File: src/rtl/relu_maxpool_stream.sv
// relu_maxpool_stream
//   Streaming 2x2 / stride-2 max-pool that follows the convolution adder tree.
//   Samples arrive one per in_valid beat in raster order over a MAP_W x MAP_H
//   map. Each odd-column beat reduces a horizontal pair. Even rows park that
//   pair maximum in a line buffer, and odd rows combine it with the stored
//   value and emit one pooled result on the following clock.
//   Odd map dimensions follow floor semantics: the trailing column or row is
//   counted but never pooled.
//
//   Optional build macro RELU_POOL_EN: clamps negative pooled results to zero
//   (ReLU after pooling). Latency is the same either way.
//
// Ports
//   clk          rising-edge clock
//   rst          asynchronous active-low reset
//   frame_start  one-cycle pulse, restarts counters at (0,0); a coincident
//                sample is treated as (0,0)
//   in_valid     input sample strobe
//   in_data      signed DW-bit sample
//   out_valid    one-cycle pulse, pooled sample valid
//   out_data     signed pooled sample
//   out_row      pooled row index
//   out_col      pooled column index
//   frame_done   pulses with the last pooled output of a frame
module relu_maxpool_stream #(
    parameter int MAP_W = 26,
    parameter int MAP_H = 26,
    parameter int DW    = 8,
    localparam int RW   = (MAP_H / 2 > 1) ? $clog2(MAP_H / 2) : 1,
    localparam int CLW  = (MAP_W / 2 > 1) ? $clog2(MAP_W / 2) : 1
) (
    input  logic                 clk,
    input  logic                 rst,
    input  logic                 frame_start,
    input  logic                 in_valid,
    input  logic signed [DW-1:0] in_data,
    output logic                 out_valid,
    output logic signed [DW-1:0] out_data,
    output logic [RW-1:0]        out_row,
    output logic [CLW-1:0]       out_col,
    output logic                 frame_done
);
    localparam int CW    = $clog2(MAP_W);
    localparam int RC    = $clog2(MAP_H);
    localparam bit ODD_H = (MAP_H % 2) == 1;

    logic [CW-1:0]        col, eff_col;
    logic [RC-1:0]        row, eff_row;
    logic signed [DW-1:0] pair, pmax, lb_rd, wmax, res;
    logic signed [DW-1:0] line_buf [MAP_W/2];
    logic [CLW-1:0]       lb_idx;
    logic [RW-1:0]        prow;
    logic                 lb_we, produce, last_win;

    always_comb begin
        // frame_start overrides the counters in the same cycle so that a
        // coincident sample lands at (0,0) of the new frame.
        eff_col  = frame_start ? '0 : col;
        eff_row  = frame_start ? '0 : row;
        lb_idx   = CLW'(eff_col >> 1);
        prow     = RW'(eff_row >> 1);
        pmax     = (in_data > pair) ? in_data : pair;
        lb_rd    = line_buf[lb_idx];
        wmax     = (lb_rd > pmax) ? lb_rd : pmax;
        // The unpaired last row of an odd-height map never enters the buffer.
        lb_we    = in_valid && eff_col[0] && !eff_row[0]
                   && !(ODD_H && (eff_row == RC'(MAP_H - 1)));
        produce  = in_valid && eff_col[0] && eff_row[0];
        last_win = (prow == RW'(MAP_H / 2 - 1)) && (lb_idx == CLW'(MAP_W / 2 - 1));
`ifdef RELU_POOL_EN
        res      = wmax[DW-1] ? '0 : wmax;
`else
        res      = wmax;
`endif
    end

    always_ff @(posedge clk or negedge rst) begin
        if (!rst) begin
            col  <= '0;
            row  <= '0;
            pair <= '0;
        end else if (in_valid) begin
            if (!eff_col[0]) begin
                pair <= in_data;
            end
            if (eff_col == CW'(MAP_W - 1)) begin
                col <= '0;
                row <= (eff_row == RC'(MAP_H - 1)) ? '0 : eff_row + RC'(1);
            end else begin
                col <= eff_col + CW'(1);
                row <= eff_row;
            end
        end else if (frame_start) begin
            col  <= '0;
            row  <= '0;
            pair <= '0;
        end
    end

    // Writes happen only on even rows and reads only on odd rows, so the
    // same entry is never read and written in one cycle.
    always_ff @(posedge clk) begin
        if (lb_we) begin
            line_buf[lb_idx] <= pmax;
        end
    end

    always_ff @(posedge clk or negedge rst) begin
        if (!rst) begin
            out_valid  <= 1'b0;
            out_data   <= '0;
            out_row    <= '0;
            out_col    <= '0;
            frame_done <= 1'b0;
        end else begin
            out_valid  <= produce;
            frame_done <= produce && last_win;
            if (produce) begin
                out_data <= res;
                out_row  <= prow;
                out_col  <= lb_idx;
            end
        end
    end

endmodule
File: config.mk
export PLATFORM = sky130hd
export DESIGN_NAME = relu_maxpool_stream
export DESIGN_NICKNAME = d
export VERILOG_FILES = /design/src/rtl/relu_maxpool_stream.sv
export SDC_FILE = /design/constraint.sdc
export NUM_CORES = 1
export LEC_CHECK = 0
export BUFFER_PORTS_ARGS = -buffer_cell sky130_fd_sc_hd__clkbuf_2
export CORE_MARGIN = 10
export CORE_UTILIZATION = 30
export CTS_CLUSTER_SIZE = 10
export DETAILED_ROUTE_END_ITERATION = 10
export SLEW_MARGIN = 10
export SYNTH_ARGS = -nofsm -noshare
export SYNTH_HDL_FRONTEND = slang
export SYNTH_SLANG_ARGS = --single-unit
File: constraint.sdc
create_clock -name clk -period 3.27 [get_ports clk]
set_clock_uncertainty 0.2 [all_clocks]
set_input_delay 0.1635 -clock clk [delete_from_list [all_inputs] [get_ports clk]]
set_output_delay 0.1635 -clock clk [all_outputs]
set_load 0.005 [all_outputs]
==> impl_metrics.py <==
metrics = {
    "status": {
        "status": "complete, but fails checks",
        "violations": "negative setup slack",
    },
    "logic_synthesis": {
        "synth_edf_count": 104,
        "ys_seq_elements": 140,
        "syn-num-nets": 496,
        "synth_cells": 464,
        "synth_area_leaders": "edfxtp_1 49%, dfrtp_1 14%, mux2i_1 4.9%",
        "synthesis.area_um2": 6330,
        "ys_types": 58,
        "synth.avg_cell_area_um2": 13.6,
        "ys_warn_count": 0,
        "synth_top_cell_by_area": "edfxtp_1",
        "postSynth.asyncResetShare_pct": 25.7,
        "ys_seq_area_share_pct": 63.6,
        "synth_top_flop_cell": "edfxtp_1",
        "synth_top_area_share_pct": 49.4,
    },
    "route": {
        "detail-route-antenna-nets": 0,
        "routed_via_density": 5.14,
        "drt_iter0_drc": 305,
        "postRouteWirelength_um": 16300,
        "firstDrtPassIters": 5,
        "wl_per_cell_um": 19.0,
        "drc": 0,
        "vias": 4393,
    },
    "min_path": {
        "min_path_cells": 4,
        "worstHoldStart": "in_data[1]",
        "hold_class": "input port to register",
        "holdPathEnd": "out_data[1]",
    },
    "global_route": {
        "grt_first_pass_wirelength_um": 24500,
        "grt_pass1_vias": 4512,
        "grt-ovfl-total": 0,
        "antenna_found_initial": 0,
        "grt_max_degree": 37,
        "grt_use_total_pct": 11.8,
    },
    "layout": {
        "drive_gt1_share_pct": 29.3,
        "antennaDiodeCount": 0,
        "syn_to_final_growth_pct": 28.4,
        "finalInstanceArea_um2": 8120,
        "final_core_util_pct": 38.9,
        "fin_nets": 600,
    },
    "setup_path": {
        "slowest_stage": "o32ai_4",
        "worstPathArrival_ns": 3.66,
        "critPathRequiredTime_ns": 3.37,
        "reg2reg_slack_ns": -0.29,
        "critPathKind": "register to register",
        "crit_path_max_fanout": 7,
        "r2r-start": "pair[7]",
        "critPathBufInv": 2,
        "cp-end-kind": "register",
        "crit_top_cell": "nand4_1",
        "worstReg2RegEnd": "out_data[2]",
        "path_cells": "inv_2 -> ha_4 -> nand4_1 -> o32ai_2 -> a31oi_2 -> a21oi_4 -> buf_6 -> mux2i_4 -> ha_1 -> nand4_1 -> a21oi_2 -> o32ai_4 -> nor2_4 -> a22oi_2 -> o21ai_1",
        "worstSetupStartpointType": "register",
        "cpPeakStageDelay_ns": 0.41,
        "ff2ff_path_depth": 15,
        "crit_family": "compound AO/OA/AOI/OAI gates",
    },
    "sta": {
        "slew_headroom_pct": 36.9,
        "hold_ws_ns": 0.0776,
        "rsz0062_at_grt": "yes",
        "finalCriticalPeriod_ns": 3.56,
        "tns_ns": -2.05,
        "slew_viol_final": 0,
        "setup_slack_ns": -0.291,
        "finalHoldViolations": 0,
        "tightest_slew_ns": 0.947,
        "fmax_mhz": 281,
        "period_share_pct": 109,
        "setup_viol": 8,
    },
    "die": {
        "rows": 53,
        "die-area_um2": 27300,
        "die_h_um": 165,
        "initial_utilization_pct": 30.3,
        "io_pins": 30,
        "core_um2": 20900,
        "die_w_um": 165,
    },
    "clocking": {
        "numCtsBuffers": 17,
        "clock_sinks": 140,
        "worstSkewPairLatency_ns": 0.42,
        "cts_htree_levels": 4,
        "cts.path.max_buffers": 2,
        "clk_pin_slew_ns": 0.06,
        "root_buffer": "clkbuf_16",
        "cts_tree": "built",
    },
    "power": {
        "p_sw_share_pct": 24.3,
        "clock_power_share_pct": 43.7,
        "power_leakage_nw": 3.10,
        "intPower_w": 0.00352,
        "p_comb_share_pct": 13.5,
        "p_switching_w": 0.00113,
        "vdd_drop_max_uv": 313,
        "powerDensity_nw_per_um2": 572,
        "p_seq_share_pct": 42.8,
    },
    "flow_run": {
        "max_cap_viol_count": 0,
    },
    "placement": {
        "pre_cts_ws_ns": -0.217,
        "gp_congestion": 0.848,
        "hpwl_um": 10900,
        "placed_cell_area_um2": 7180,
        "portBuffers": 29,
    },
}
worst max path at each step:
stage                   to     from  slack, ns  depth (start not counted)
4_1_cts        out_data[4]  pair[6]      -0.12                         14
6_report       out_data[2]  pair[7]      -0.29                         15
5_1_grt        out_data[2]  pair[5]      -0.43                         15
3_3_place_gp   out_data[6]   col[1]      -0.08                         10
3_5_place_dp   out_data[2]  pair[6]      -0.22                         14
2_1_floorplan  out_data[1]  pair[7]       0.02                         13
stage by stage:
step | total power (W) | cells
CTS | 0.00461 | 850
global route | 0.00480 | 855
floorplan | 0.00232 | 464
finish | 0.00465 | 855
global placement | 0.00254 | 808
detailed placement | 0.00256 | 808
routing by layer:
layer  vias up  GRT usage [%]  routed length, um
met1      2200           13.9               6800
met4         0           5.43                427
met2       151           19.4               8030
li1       2005              -                  -
met5         -              0                  0
met3        37           3.59               1010
cells in the final DEF, fill, tap and decap left out, types with 4 or more instances in the layout:
cell           instances
clkbuf_2              29
nor3_1                 6
nor2_1                21
ha_4                   4
nand2_1               21
clkinv_1               4
mux2_4                 5
nor2b_1                4
dfrtp_1               35
o221ai_1              15
a221oi_1               6
inv_2                  4
a22oi_2                5
nand2b_1              17
a211oi_1               8
a22oi_1               11
edfxtp_1             104
o21ai_1                7
inv_1                 20
ha_1                  16
dlygate4sd3_1         10
nand3_1                9
mux2i_1               25
clkbuf_16             17
a21oi_1               15
bufinv_16              4
a311o_1                7
a22o_1                 8
buf_4                 63
o21ai_0               15
Yosys cell counts, drive strengths merged (13+ instances only):
cell type  number
a21oi          17
a22oi          16
buf            13
dfrtp          36
edfxtp        104
ha             20
inv            24
mux2i          31
nand2          23
nand2b         19
nor2           23
o21ai          23
o221ai         15
repair_timing:
| action | 4_1_cts | 5_1_grt |
|---|---|---|
| hold buffers | 10 | 0 |
| hold endpoints to repair | 48 | 0 |
| setup endpoints to repair | 8 | 8 |
| cloned | 0 | 0 |
| resized for setup | 13 | 22 |
| pin swaps | 1 | 11 |
| buffers inserted | 1 | 5 |
kinds of logic (layout without fill, tap and decap cells):
logic type | after synthesis | count (layout) | synth area share, %
simple gates | 96 | 96 | 7.79
mux | 39 | 39 | 6.57
fa+ha+maj | 20 | 20 | 3.96
flops | 140 | 140 | 63.6
buf+inv | 46 | 162 | 3.72
compound gates | 123 | 123 | 14.4
power groups by stage:
stage / registers [W] / clock network, W / logic [W]
2_1_floorplan: 0.00202 / 0 / 0.000302
4_1_cts: 0.00199 / 0.00205 / 0.000571
6_report: 0.00199 / 0.00203 / 0.000630
5_1_grt: 0.00199 / 0.00213 / 0.000677
3_5_place_dp: 0.00202 / 0 / 0.000531
3_3_place_gp: 0.00202 / 0 / 0.000519
flip-flops by register name, indices dropped and copies added, names as in the netlist:
| signal | flops |
|---|---|
| line_buf | 104 |
| out_data | 8 |
| pair | 8 |
| col | 5 |
| row | 5 |
| out_col | 4 |
| out_row | 4 |
| frame_done | 1 |
| out_valid | 1 |
worst reg2reg max path, stage by stage (launching register included):
cell and delay [ns]:
dfrtp_1 0.37, inv_2 0.06, ha_4 0.26, nand4_1 0.14, o32ai_2 0.32, a31oi_2 0.08
a21oi_4 0.24, buf_6 0.20, mux2i_4 0.30, ha_1 0.29, nand4_1 0.13, a21oi_2 0.06
o32ai_4 0.41, nor2_4 0.12, a22oi_2 0.17, o21ai_1 0.10
area by class of cell:
type	instances	area, um2
clock buffers	17	425
well taps	275	344
inverters	25	93.8
fillers	1939	12800
repair buffers	106	785
flip-flops and latches	140	4030
multi-input cells	278	2260
clock inverters	14	193
Power figures use the tool's default switching activity.
